### src/rtl/gpio_lane_writer.sv
// GPIO output register bank: each pushbutton press commits a write/set/clear/toggle
// of switch data into one lane; the whole register can optionally rotate by lanes.
module gpio_lane_writer #(
    parameter int GPIO_W      = 32,
    parameter int LANE_W      = 8,
    parameter int RATE_DIV    = 25_000_000,
    parameter int SYNC_STAGES = 2,
    localparam int NUM_LANES  = GPIO_W / LANE_W,
    localparam int SEL_W      = (NUM_LANES > 1) ? $clog2(NUM_LANES) : 1
) (
    input  logic              CLOCK_50,
    input  logic              RESET,
    input  logic [LANE_W-1:0] DATA,
    input  logic [SEL_W-1:0]  LANE_SEL,
    input  logic [1:0]        OP,
    input  logic              COMMIT_N,
    input  logic              ROTATE_EN,
    input  logic              ROTATE_DIR,
    output logic [GPIO_W-1:0] GPIO,
    output logic              COMMIT_ACK,
    output logic              TICK
);

    localparam int CNT_W = (RATE_DIV > 1) ? $clog2(RATE_DIV) : 1;
    localparam logic [CNT_W-1:0] CNT_MAX = CNT_W'(RATE_DIV - 1);

    if (GPIO_W % LANE_W != 0) begin : g_width_check
        $error("gpio_lane_writer: GPIO_W must be a multiple of LANE_W");
    end
    if (RATE_DIV < 1) begin : g_rate_check
        $error("gpio_lane_writer: RATE_DIV must be at least 1");
    end
    if (SYNC_STAGES < 2) begin : g_sync_check
        $error("gpio_lane_writer: SYNC_STAGES must be at least 2");
    end

    logic [SYNC_STAGES-1:0] sync_chain;
    logic                   key_prev;
    logic                   commit_p;
    logic [CNT_W-1:0]       count;
    logic                   tick_p;
    logic                   lane_hit;
    logic [GPIO_W-1:0]      committed;
    logic [GPIO_W-1:0]      rotated;

    function automatic logic [LANE_W-1:0] lane_op(input logic [1:0]        op,
                                                  input logic [LANE_W-1:0] old,
                                                  input logic [LANE_W-1:0] d);
        case (op)
            2'b00:   return d;
            2'b01:   return old | d;
            2'b10:   return old & ~d;
            default: return old ^ d;
        endcase
    endfunction

    // Chain and edge flop reset to "pressed" so a key held through reset is ignored
    always_ff @(posedge CLOCK_50) begin
        if (RESET) begin
            sync_chain <= '0;
            key_prev   <= 1'b0;
            commit_p   <= 1'b0;
        end else begin
            sync_chain <= {sync_chain[SYNC_STAGES-2:0], COMMIT_N};
            key_prev   <= sync_chain[SYNC_STAGES-1];
            commit_p   <= key_prev & ~sync_chain[SYNC_STAGES-1];
        end
    end

    always_ff @(posedge CLOCK_50) begin
        if (RESET || !ROTATE_EN) begin
            count <= '0;
        end else if (count == CNT_MAX) begin
            count <= '0;
        end else begin
            count <= count + 1'b1;
        end
    end

    assign tick_p = ROTATE_EN && (count == CNT_MAX);

    // Out-of-range selects never match a lane, so they leave GPIO untouched
    always_comb begin
        committed = GPIO;
        lane_hit  = 1'b0;
        for (int k = 0; k < NUM_LANES; k++) begin
            if (LANE_SEL == SEL_W'(k)) begin
                lane_hit = 1'b1;
                committed[k*LANE_W +: LANE_W] = lane_op(OP, GPIO[k*LANE_W +: LANE_W], DATA);
            end
        end
    end

    always_comb begin
        rotated = GPIO;
        for (int k = 0; k < NUM_LANES; k++) begin
            if (ROTATE_DIR) begin
                rotated[k*LANE_W +: LANE_W] = GPIO[((k + 1) % NUM_LANES)*LANE_W +: LANE_W];
            end else begin
                rotated[((k + 1) % NUM_LANES)*LANE_W +: LANE_W] = GPIO[k*LANE_W +: LANE_W];
            end
        end
    end

    // A commit wins over a coincident rotate step; that step is simply lost
    always_ff @(posedge CLOCK_50) begin
        if (RESET) begin
            GPIO       <= '0;
            COMMIT_ACK <= 1'b0;
            TICK       <= 1'b0;
        end else if (commit_p && lane_hit) begin
            GPIO       <= committed;
            COMMIT_ACK <= 1'b1;
            TICK       <= 1'b0;
        end else if (tick_p) begin
            GPIO       <= rotated;
            COMMIT_ACK <= 1'b0;
            TICK       <= 1'b1;
        end else begin
            COMMIT_ACK <= 1'b0;
            TICK       <= 1'b0;
        end
    end

endmodule

### config.mk
export PLATFORM = sky130hd
export DESIGN_NAME = gpio_lane_writer
export DESIGN_NICKNAME = d
export VERILOG_FILES = /design/src/rtl/gpio_lane_writer.sv
export SDC_FILE = /design/constraint.sdc
export NUM_CORES = 1
export LEC_CHECK = 0
export CAP_MARGIN = 25
export CORE_MARGIN = 4
export CORE_UTILIZATION = 40
export CTS_CLUSTER_DIAMETER = 150
export DETAILED_ROUTE_END_ITERATION = 10
export SYNTH_ARGS = -nofsm -noshare
export SYNTH_HDL_FRONTEND = slang
export SYNTH_SLANG_ARGS = --single-unit
### constraint.sdc
create_clock -name CLOCK_50 -period 2.2 [get_ports CLOCK_50]
set_input_delay 0.33 -clock CLOCK_50 [delete_from_list [all_inputs] [get_ports CLOCK_50]]
set_output_delay 0.33 -clock CLOCK_50 [all_outputs]
set_load 0.03 [all_outputs]
== Yosys cells after proc, flatten, opt, wreduce, memory -nomap -nowiden ==
Index checks and enable logic that the tools add are counted.

* Reductions and logical operators: 13
* Eq/ne operators: 10
* Multipliers: 0
* Divide/modulo/power cells: 0
* Bitwise gates (word level): 15
* Muxes and demuxes: 20
* Magnitude comparators: 0
* Shift-type cells: 0
* Add/subtract/negate cells: 1

{| class="wikitable"
|+ Operators by type and width
! operator !! number
|-
| $pmux 8 s3 || 4
|-
| $mux 32 || 2
|-
| $mux 8 || 8
|-
| $and 8x8->8 || 4
|-
| $or 8x8->8 || 4
|-
| $xor 8x8->8 || 4
|-
| $add 25x1->25 const B || 1
|-
| $eq 25x25->1 const B || 1
|-
| $ne 2x2->1 const B || 4
|-
| $not 8->8 || 1
|-
| $reduce_and 2->1 || 4
|-
| $eq 2x2->1 const B || 3
|-
| $mux 1 || 6
|-
| $eq 2x1->1 const B || 2
|-
| $logic_not 2->1 || 2
|-
| $reduce_or 2->1 || 2
|-
| $logic_and 1x1->1 || 2
|-
| $reduce_bool 2->1 || 1
|-
| $and 1x1->1 || 1
|-
| $logic_not 1->1 || 1
|-
| $logic_or 1x1->1 || 1
|-
| $not 1->1 || 1
|}

* Bits in latches: 0
* Word-level logic and storage cells: 69
* Bits in writable memories: 0
* Memories kept: 0
* Input bits: 17
* Output and inout port bits: 34
* Memory bits (read-only): 0
* Register bits after elaboration: 63

== Longest topological paths before layout ==
Gate-level depths: netlist (run 1).

* Depth after elaboration: 8
* Gate-level depth with buffers: 7
* Depth with buffers taken out: 7

== Least setup slack after synthesis (run 1) ==
OpenSTA, ideal clock, no wires.

* Path kind: register to register
* Start point: reg GPIO[8]
* End point: reg GPIO[8]
* Data arrival time: 1.548 ns
* Buffers on the path: 0
* Path slack: 0.533 ns
* Setup time: 0.119 ns
* Cell stages (with the launch flop): 6
* Period minus slack after synthesis: 1.667 ns
* Required time: 2.081 ns
* Cells stage by stage: dfxtp_1 inv_1 ha_1 mux4_2 a21oi_1 o31ai_1

* Cells in the longest elaborated chain, start to end: 4
* Elaborated cells between the ends (all ways): 6
* Those cells by class: mux (3); bitwise (3)

{| class="wikitable"
|+ RTL lines
! what !! line !! RTL
|-
| from (decl) || 19 || <nowiki>output logic [GPIO_W-1:0] GPIO,</nowiki>
|-
| from (signal assigned) || 112 || <nowiki>GPIO <= committed;</nowiki>
|-
| from (signal assigned) || 116 || <nowiki>GPIO <= rotated;</nowiki>
|-
| $xor 8x8->8 (tied with other cells) || 53 || <nowiki>default: return old ^ d;</nowiki>
|-
| $pmux 8 s3 (*) || 49 || <nowiki>case (op)</nowiki>
|-
| $mux 8 (*) || 87 || <nowiki>if (LANE_SEL == SEL_W'(k)) begin</nowiki>
|-
| $mux 32 (*) || 111 || <nowiki>end else if (commit_p && lane_hit) begin</nowiki>
|}

Every way passes the cells marked *; elsewhere a longest branch is shown, timed or not. The select of a mux whose other input is x is not followed.
A chain may end at the register's enable or synchronous reset.

== Final worst setup path (run 1) ==
* Start point: reg count[0]
* End point: reg GPIO[4]

* Cells in the longest elaborated chain, start to end: 4

{| class="wikitable"
|+ RTL lines
! what !! line !! RTL
|-
| from (decl) || 40 || <nowiki>logic [CNT_W-1:0] count;</nowiki>
|-
| from (signal assigned) || 76 || <nowiki>count <= count + 1'b1;</nowiki>
|-
| $eq 25x25->1 || 80 || <nowiki>assign tick_p = ROTATE_EN && (count == CNT_MAX);</nowiki>
|-
| $logic_and 1x1->1 || 80 ||
|-
| $reduce_bool 2->1 (no source line) || n/a ||
|-
| $reduce_and 2->1 (no source line) || n/a ||
|}

No other way between the ends.

==> results of run 1 <==
-- through the flow --
stage          total power, W  cell area [um2]
3_5_place_dp          0.00151             5580
3_3_place_gp          0.00150             5580
4_1_cts               0.00297             5880
6_report              0.00294             5880
2_1_floorplan         0.00139             4910
5_1_grt               0.00306             5880
-- worst max-delay path: cells and delay by family, from the launching register on --
family / cells / cell delay [ns]
simple gates: 3 / 1.08
flops: 1 / 0.39
compound gates: 1 / 0.13
fa+ha+maj: 1 / 0.29
-- path summary, 6_finish.rpt --
path | endpoint | slack (ns) | startpoint | cells after the start
setup / recovery | GPIO[4]$_SDFFE_PP0P_ | 0.17 | count[0]$_SDFF_PP0_ | 5
hold / removal | commit_p$_SDFF_PP0_ | 0.42 | sync_chain[1]$_SDFF_PP0_ | 1
setup reg to reg | GPIO[4]$_SDFFE_PP0P_ | 0.17 | count[0]$_SDFF_PP0_ | 5
hold reg to reg | commit_p$_SDFF_PP0_ | 0.42 | sync_chain[1]$_SDFF_PP0_ | 1
-- layer usage --
metal	track usage (%)	wire [um]	part of all wire [%]
met5	0	0	0
met4	6.66	247	1.9
met1	23.0	5870	45
met3	2.30	601	4.6
met2	32.0	6320	48
-- registers in the layout (all words and copies together) (netlist names) --
signal      count
key_prev        1
TICK            1
count          25
GPIO           32
COMMIT_ACK      1
commit_p        1
sync_chain      2
-- kinds of logic after synthesis --
kind of cell,after synthesis,share of synthesized area (%)
buffers and inverters,119,9.96
adders and majority gates,65,16.6
muxes,33,6.98
xor gates and xnor gates,23,4.10
AOI/OAI and AO/OA,157,20.0
DFF,63,25.7
and+or+nand+nor,163,16.7
-- cells in the final DEF, fill, tap and decap left out, types with 4 or more instances in the layout --
| master | n |
|---|---|
| mux2i_1 | 32 |
| clkdlybuf4s50_1 | 48 |
| o31ai_1 | 32 |
| o21ai_0 | 31 |
| inv_1 | 74 |
| nor2b_1 | 13 |
| nor2_1 | 63 |
| nand3_1 | 34 |
| ha_1 | 65 |
| nand2_1 | 18 |
| a21oi_1 | 63 |
| a221oi_1 | 31 |
| and3_1 | 5 |
| clkbuf_16 | 9 |
| or2_1 | 4 |
| xor2_1 | 19 |
| dfxtp_1 | 62 |
| nand4_1 | 7 |
| xnor2_1 | 4 |
| buf_4 | 19 |
-- cell type report --
| cell class | count | area (um2) |
|---|---|---|
| clock buffer | 9 | 225 |
| clock inverter | 7 | 78.8 |
| fill | 1188 | 6130 |
| inverter | 74 | 278 |
| multi-input combinational | 441 | 3160 |
| sequential | 63 | 1260 |
| tap | 147 | 184 |
| timing repair buffer | 72 | 693 |
-- power by group through the flow --
stage | combinational [W] | clock (W) | sequential (W)
floorplan | 0.000206 | 0 | 0.00119
global placement | 0.000311 | 0 | 0.00118
detailed placement | 0.000322 | 0 | 0.00118
CTS | 0.000324 | 0.00148 | 0.00116
global route | 0.000360 | 0.00154 | 0.00116
finish | 0.000322 | 0.00146 | 0.00116
==> results.sh, run 1 <==
export IMPL_dr_first_iter_drc_count=263
export IMPL_hold_class="reg2reg"
export IMPL_worst_path_max_fanout=8
export IMPL_worstPathArrival_ns=2.23
export IMPL_clockBufferDepth=2
export IMPL_cp_end_kind="register"
export IMPL_via_count=4551
export IMPL_final_cells=813
export IMPL_ys_seq_area_share_pct=25.7
export IMPL_rows=40
export IMPL_ys_warn_count=0
export IMPL_cts_resized=0
export IMPL_grt_start_max_net_pins=41
export IMPL_syn_num_nets=705
export IMPL_fp_coreArea_mm2=0.0120
export IMPL_overflow=0
export IMPL_drv_slew=0
export IMPL_vias_per_cell=5.60
export IMPL_hpwl_mm=9.02
export IMPL_io_buffer_count=50
export IMPL_post_route_period_util_pct=92.4
export IMPL_syn_to_final_growth_pct=19.8
export IMPL_synth_edf_count=0
export IMPL_post_route_util_pct=49.0
export IMPL_hold_viol_final=0
export IMPL_slew_headroom_pct=51.3
export IMPL_num_io_pins=51
export IMPL_max_stage_delay_ns=0.48
export IMPL_place_congestion=0.782
export IMPL_ys_ff_latch=63
export IMPL_fin_hold_ws_ns=0.423
export IMPL_ir_worst_vdd_v=0.000423
export IMPL_dieArea_mm2=0.0141
export IMPL_antenna_found_initial=0
export IMPL_finalSetupTns_ns=0
export IMPL_dr_pass1_iters=5
export IMPL_drc=0
export IMPL_p_clk_share_pct=49.6
export IMPL_power_density_mw_per_mm2=500
export IMPL_critPathSlowestCell="or2_1"
export IMPL_grt_pass1_wl_mm=21.5
export IMPL_synth_top_cell_by_area="dfxtp_1"
export IMPL_grt_pass1_vias=4360
export IMPL_postRouteAntennaNets=0
export IMPL_wl_mm=13.0
export IMPL_switching_share_pct=26.3
export IMPL_cts_num_sinks=63
export IMPL_yosys_top_cells_area="dfxtp_1 (26%), ha_1 (17%), mux2i_1 (6.5%)"
export IMPL_die_x_um=119
export IMPL_tightest_slew_ns=0.729
export IMPL_postSynthCellCount=623
export IMPL_hold_buffers=0
export IMPL_die_h_um=119
export IMPL_place_ws_ns=0.115
export IMPL_ys_top_cells_by_count="inv_1 (74), ha_1 (65), a21oi_1 (63), dfxtp_1 (63), nor2_1 (63)"
export IMPL_async_flop_share_pct=0
export IMPL_drive_gt1_share_pct=7.21
export IMPL_layout_nets=743
export IMPL_syn_area_mm2=0.00491
export IMPL_clkTransAtPathRegs_ns=0.06
export IMPL_setup_viol=0
export IMPL_htreeDepth=3
export IMPL_comb_power_share_pct=11.0
export IMPL_max_freq_ghz=0.492
export IMPL_p_sw_w=0.000773
export IMPL_p_leak_nw=2.56
export IMPL_yosysMostFrequentCell="inv_1"
export IMPL_criticalPathCategory="reg2reg"
export IMPL_synth_top_cell_area_share_pct=25.7
export IMPL_cts_tree="built"
export IMPL_finalClockSkew_ns=0.0121
export IMPL_dp_cells=797
export IMPL_internal_power_w=0.00217
export IMPL_status="completed"
export IMPL_max_cap_violations=0
export IMPL_fin_crit_ns=2.03
export IMPL_crit_path_start_kind="register"
export IMPL_grt_usage_pct=18.3
export IMPL_n_antenna_cell=0
export IMPL_syn_area_per_cell_um2=7.88
export IMPL_numCtsBuffers=9
export IMPL_post_cts_buffers=0
export IMPL_initial_core_util_pct=40.9
export IMPL_cts_root_buf="clkbuf_16"
export IMPL_path_cells="ha_1 -> and4_4 -> and4b_1 -> or2_1 -> a21oi_1"
export IMPL_clock_latency_ns=0.33
export IMPL_routedWlPerCell_um=16.0
export IMPL_yosys_cell_types_count=37
export IMPL_rsz0062_at_grt="no"
export IMPL_synth_ff_type="dfxtp_1"
export IMPL_seq_power_share_pct=39.4
export IMPL_worstPathRequired_ns=2.39
export IMPL_finalWorstSetupSlack_ns=0.168
Power figures use the tool's default switching activity.
==> run 2, diff against run 1 <==
- CORE_UTILIZATION: 40 -> 25
- clock period: 2.2 -> 1.7 ns (I/O delays scaled with it)
==> run 2 against run 1 <==
Effect of this change: routed wire length is 6.4% higher; the flow now finishes with violations (setup timing); critical path type unchanged; largest power group unchanged; via count grew 2.7%; final area is 14% higher; critical endpoint is now GPIO[8]$_SDFFE_PP0P_; worst setup slack lost 0.18 ns; sequential share of layout area down 2.5 points.
==> results.sh, run 2 (synthesis results as in run 1) <==
export IMPL_status="complete, but fails checks"
export IMPL_violations="setup timing"
export IMPL_grt_start_max_net_pins=46
export IMPL_r2r_end="GPIO[8]$_SDFFE_PP0P_"
export IMPL_fp_coreArea_mm2=0.0190
export IMPL_ir_worst_vdd_v=0.000458
export IMPL_crit_path_start_kind="register"
export IMPL_max_freq_ghz=0.586
export IMPL_cp_top_family="simple AND/OR/NAND/NOR gates"
export IMPL_slew_headroom_pct=64.3
export IMPL_power_density_mw_per_mm2=559
export IMPL_finalClockSkew_ns=0.00730
export IMPL_hold_path_endpoint="commit_p$_SDFF_PP0_"
export IMPL_place_congestion=0.820
export IMPL_num_io_pins=51
export IMPL_via_count=4673
export IMPL_hold_class="reg2reg"
export IMPL_fin_crit_ns=1.71
export IMPL_rows=50
export IMPL_place_ws_ns=-0.344
export IMPL_overflow=0
export IMPL_largestRegisters="GPIO: 32 flops, count: 25 flops, sync_chain: 2 flops"
export IMPL_hold_path_startpoint="sync_chain[1]$_SDFF_PP0_"
export IMPL_cts_tree="built"
export IMPL_path_cells="and4_1 -> and4_4 -> and4b_1 -> buf_6 -> or4_1 -> o31ai_2"
export IMPL_grtUsageMet2_pct=19.8
export IMPL_largest_reg_flops=32
export IMPL_cts_root_buf="clkbuf_16"
export IMPL_crit_buf_inv=1
export IMPL_final_common_cell="inv_1"
export IMPL_grt_pass1_vias=4340
export IMPL_clkTransAtPathRegs_ns=0.05
export IMPL_layout_nets=804
export IMPL_finalWorstSetupSlack_ns=-0.00694
export IMPL_postRouteAntennaNets=0
export IMPL_r2r_slack_ns=-0.007
export IMPL_setup_viol=1
export IMPL_cts_num_sinks=63
export IMPL_worstPathRequired_ns=1.95
export IMPL_largest_register="GPIO"
export IMPL_drive_gt1_share_pct=19.0
export IMPL_dr_pass1_iters=4
export IMPL_max_cap_violations=0
export IMPL_use_met3_pct=2.86
export IMPL_final_cells=985
export IMPL_worstPathArrival_ns=1.96
export IMPL_finalSetupTns_ns=-0.00694
export IMPL_min_path_cells=1
export IMPL_initial_core_util_pct=25.8
export IMPL_drv_slew=0
export IMPL_criticalPathCategory="reg2reg"
export IMPL_dp_cells=966
export IMPL_dr_first_iter_drc_count=259
export IMPL_numCtsBuffers=9
export IMPL_worst_path_max_fanout=5
export IMPL_rsz0062_at_grt="yes"
export IMPL_grt_pass1_wl_mm=22.4
export IMPL_n_antenna_cell=0
export IMPL_grtUsageMet1_pct=17.2
export IMPL_htreeDepth=3
export IMPL_io_buffer_count=50
export IMPL_critPathSlowestCell="or4_1"
export IMPL_wl_mm=13.9
export IMPL_p_leak_nw=3.06
export IMPL_hold_viol_final=0
export IMPL_grt_usage_pct=12.5
export IMPL_final_cell_mix="inv_1 (74), ha_1 (64), buf_4 (64)"
export IMPL_grt_busiest_layer="met2"
export IMPL_clockBufferDepth=2
export IMPL_antenna_found_initial=0
export IMPL_die_x_um=148
export IMPL_tightest_slew_ns=0.533
export IMPL_vias_per_cell=4.74
export IMPL_hpwl_mm=9.70
export IMPL_drc=0
export IMPL_cp_end_kind="register"
export IMPL_hold_buffers=0
export IMPL_post_route_period_util_pct=100
export IMPL_syn_to_final_growth_pct=36.4
export IMPL_max_stage_delay_ns=0.48
export IMPL_die_h_um=148
export IMPL_routedWlPerCell_um=14.1
export IMPL_post_route_util_pct=35.2
export IMPL_r2r_cells=6
export IMPL_clock_latency_ns=0.33
export IMPL_dieArea_mm2=0.0219
export IMPL_r2r_start="count[5]$_SDFF_PP0_"
## run 2: cell types whose count changed in the layout (fill, tap and decap cells not counted), sizes merged
| cell | previous run | this run |
|---|---|---|
| buf | 24 | 84 |
| clkdlybuf4s50 | 48 | 19 |
| dlygate4sd2 | 0 | 28 |
| clkbuf | 9 | 14 |
| clkinvlp | 3 | 0 |
| inv | 77 | 74 |
| dlymetal6s2s | 0 | 1 |
## run 2: metrics by stage
step	total power (W)	cell area, um2	hold WS (ns)
final	0.00375	6700	0.403
after global routing	0.00389	6700	0.438
after CTS	0.00379	6590	0.410
after detailed placement	0.00200	6260	0.407
after global placement	0.00199	6260	0.394
after floorplan	0.00180	4910	0.327
## run 2: power breakdown
part           switching (W)  leakage, nW  internal (W)  total (W)
logic               0.000261         2.42      0.000209   0.000470
clock network       0.000616        0.136       0.00116    0.00177
registers          0.0000119        0.511       0.00149    0.00150
## run 2: how the worst max path moves through the flow
stage                         start               endpoint  depth (start not counted)
2_1_floorplan  GPIO[8]$_SDFFE_PP0P_   GPIO[8]$_SDFFE_PP0P_                          5
3_3_place_gp                  OP[1]  GPIO[18]$_SDFFE_PP0P_                          6
3_5_place_dp                DATA[0]   GPIO[8]$_SDFFE_PP0P_                          6
4_1_cts        count[23]$_SDFF_PP0_  GPIO[20]$_SDFFE_PP0P_                          7
5_1_grt        count[16]$_SDFF_PP0_  GPIO[10]$_SDFFE_PP0P_                          7
6_report        count[5]$_SDFF_PP0_   GPIO[8]$_SDFFE_PP0P_                          6
## run 2: per-layer routing
| layer | vias up | routed length [um] |
|---|---|---|
| li1 | 2377 | - |
| met1 | 2213 | 6640 |
| met2 | 71 | 6450 |
| met3 | 12 | 633 |
| met4 | 0 | 147 |
| met5 | - | 0 |
## run 2: layout make-up
type / instances / area, um2
Clock buffer: 13 / 250
Fill cell: 2015 / 12300
Timing Repair Buffer: 133 / 1270
Clock inverter: 1 / 30.0
Tap cell: 260 / 325
Sequential cell: 63 / 1270
Inverter: 74 / 278
Multi-Input combinational cell: 441 / 3280
## run 2: what timing repair did
action / 4_1_cts / 5_1_grt
buffers inserted: 2 / 3
gates resized for setup: 51 / 22
cloned: 1 / 1
pin swaps: 7 / 7
setup endpoints to repair: 60 / 34
==> run 3, diff against run 2 <==
- HOLD_SLACK_MARGIN: not set -> 0.08
==> results of run 3 <==
No change in the layout: final DEF, timing and power equal those of run 2.
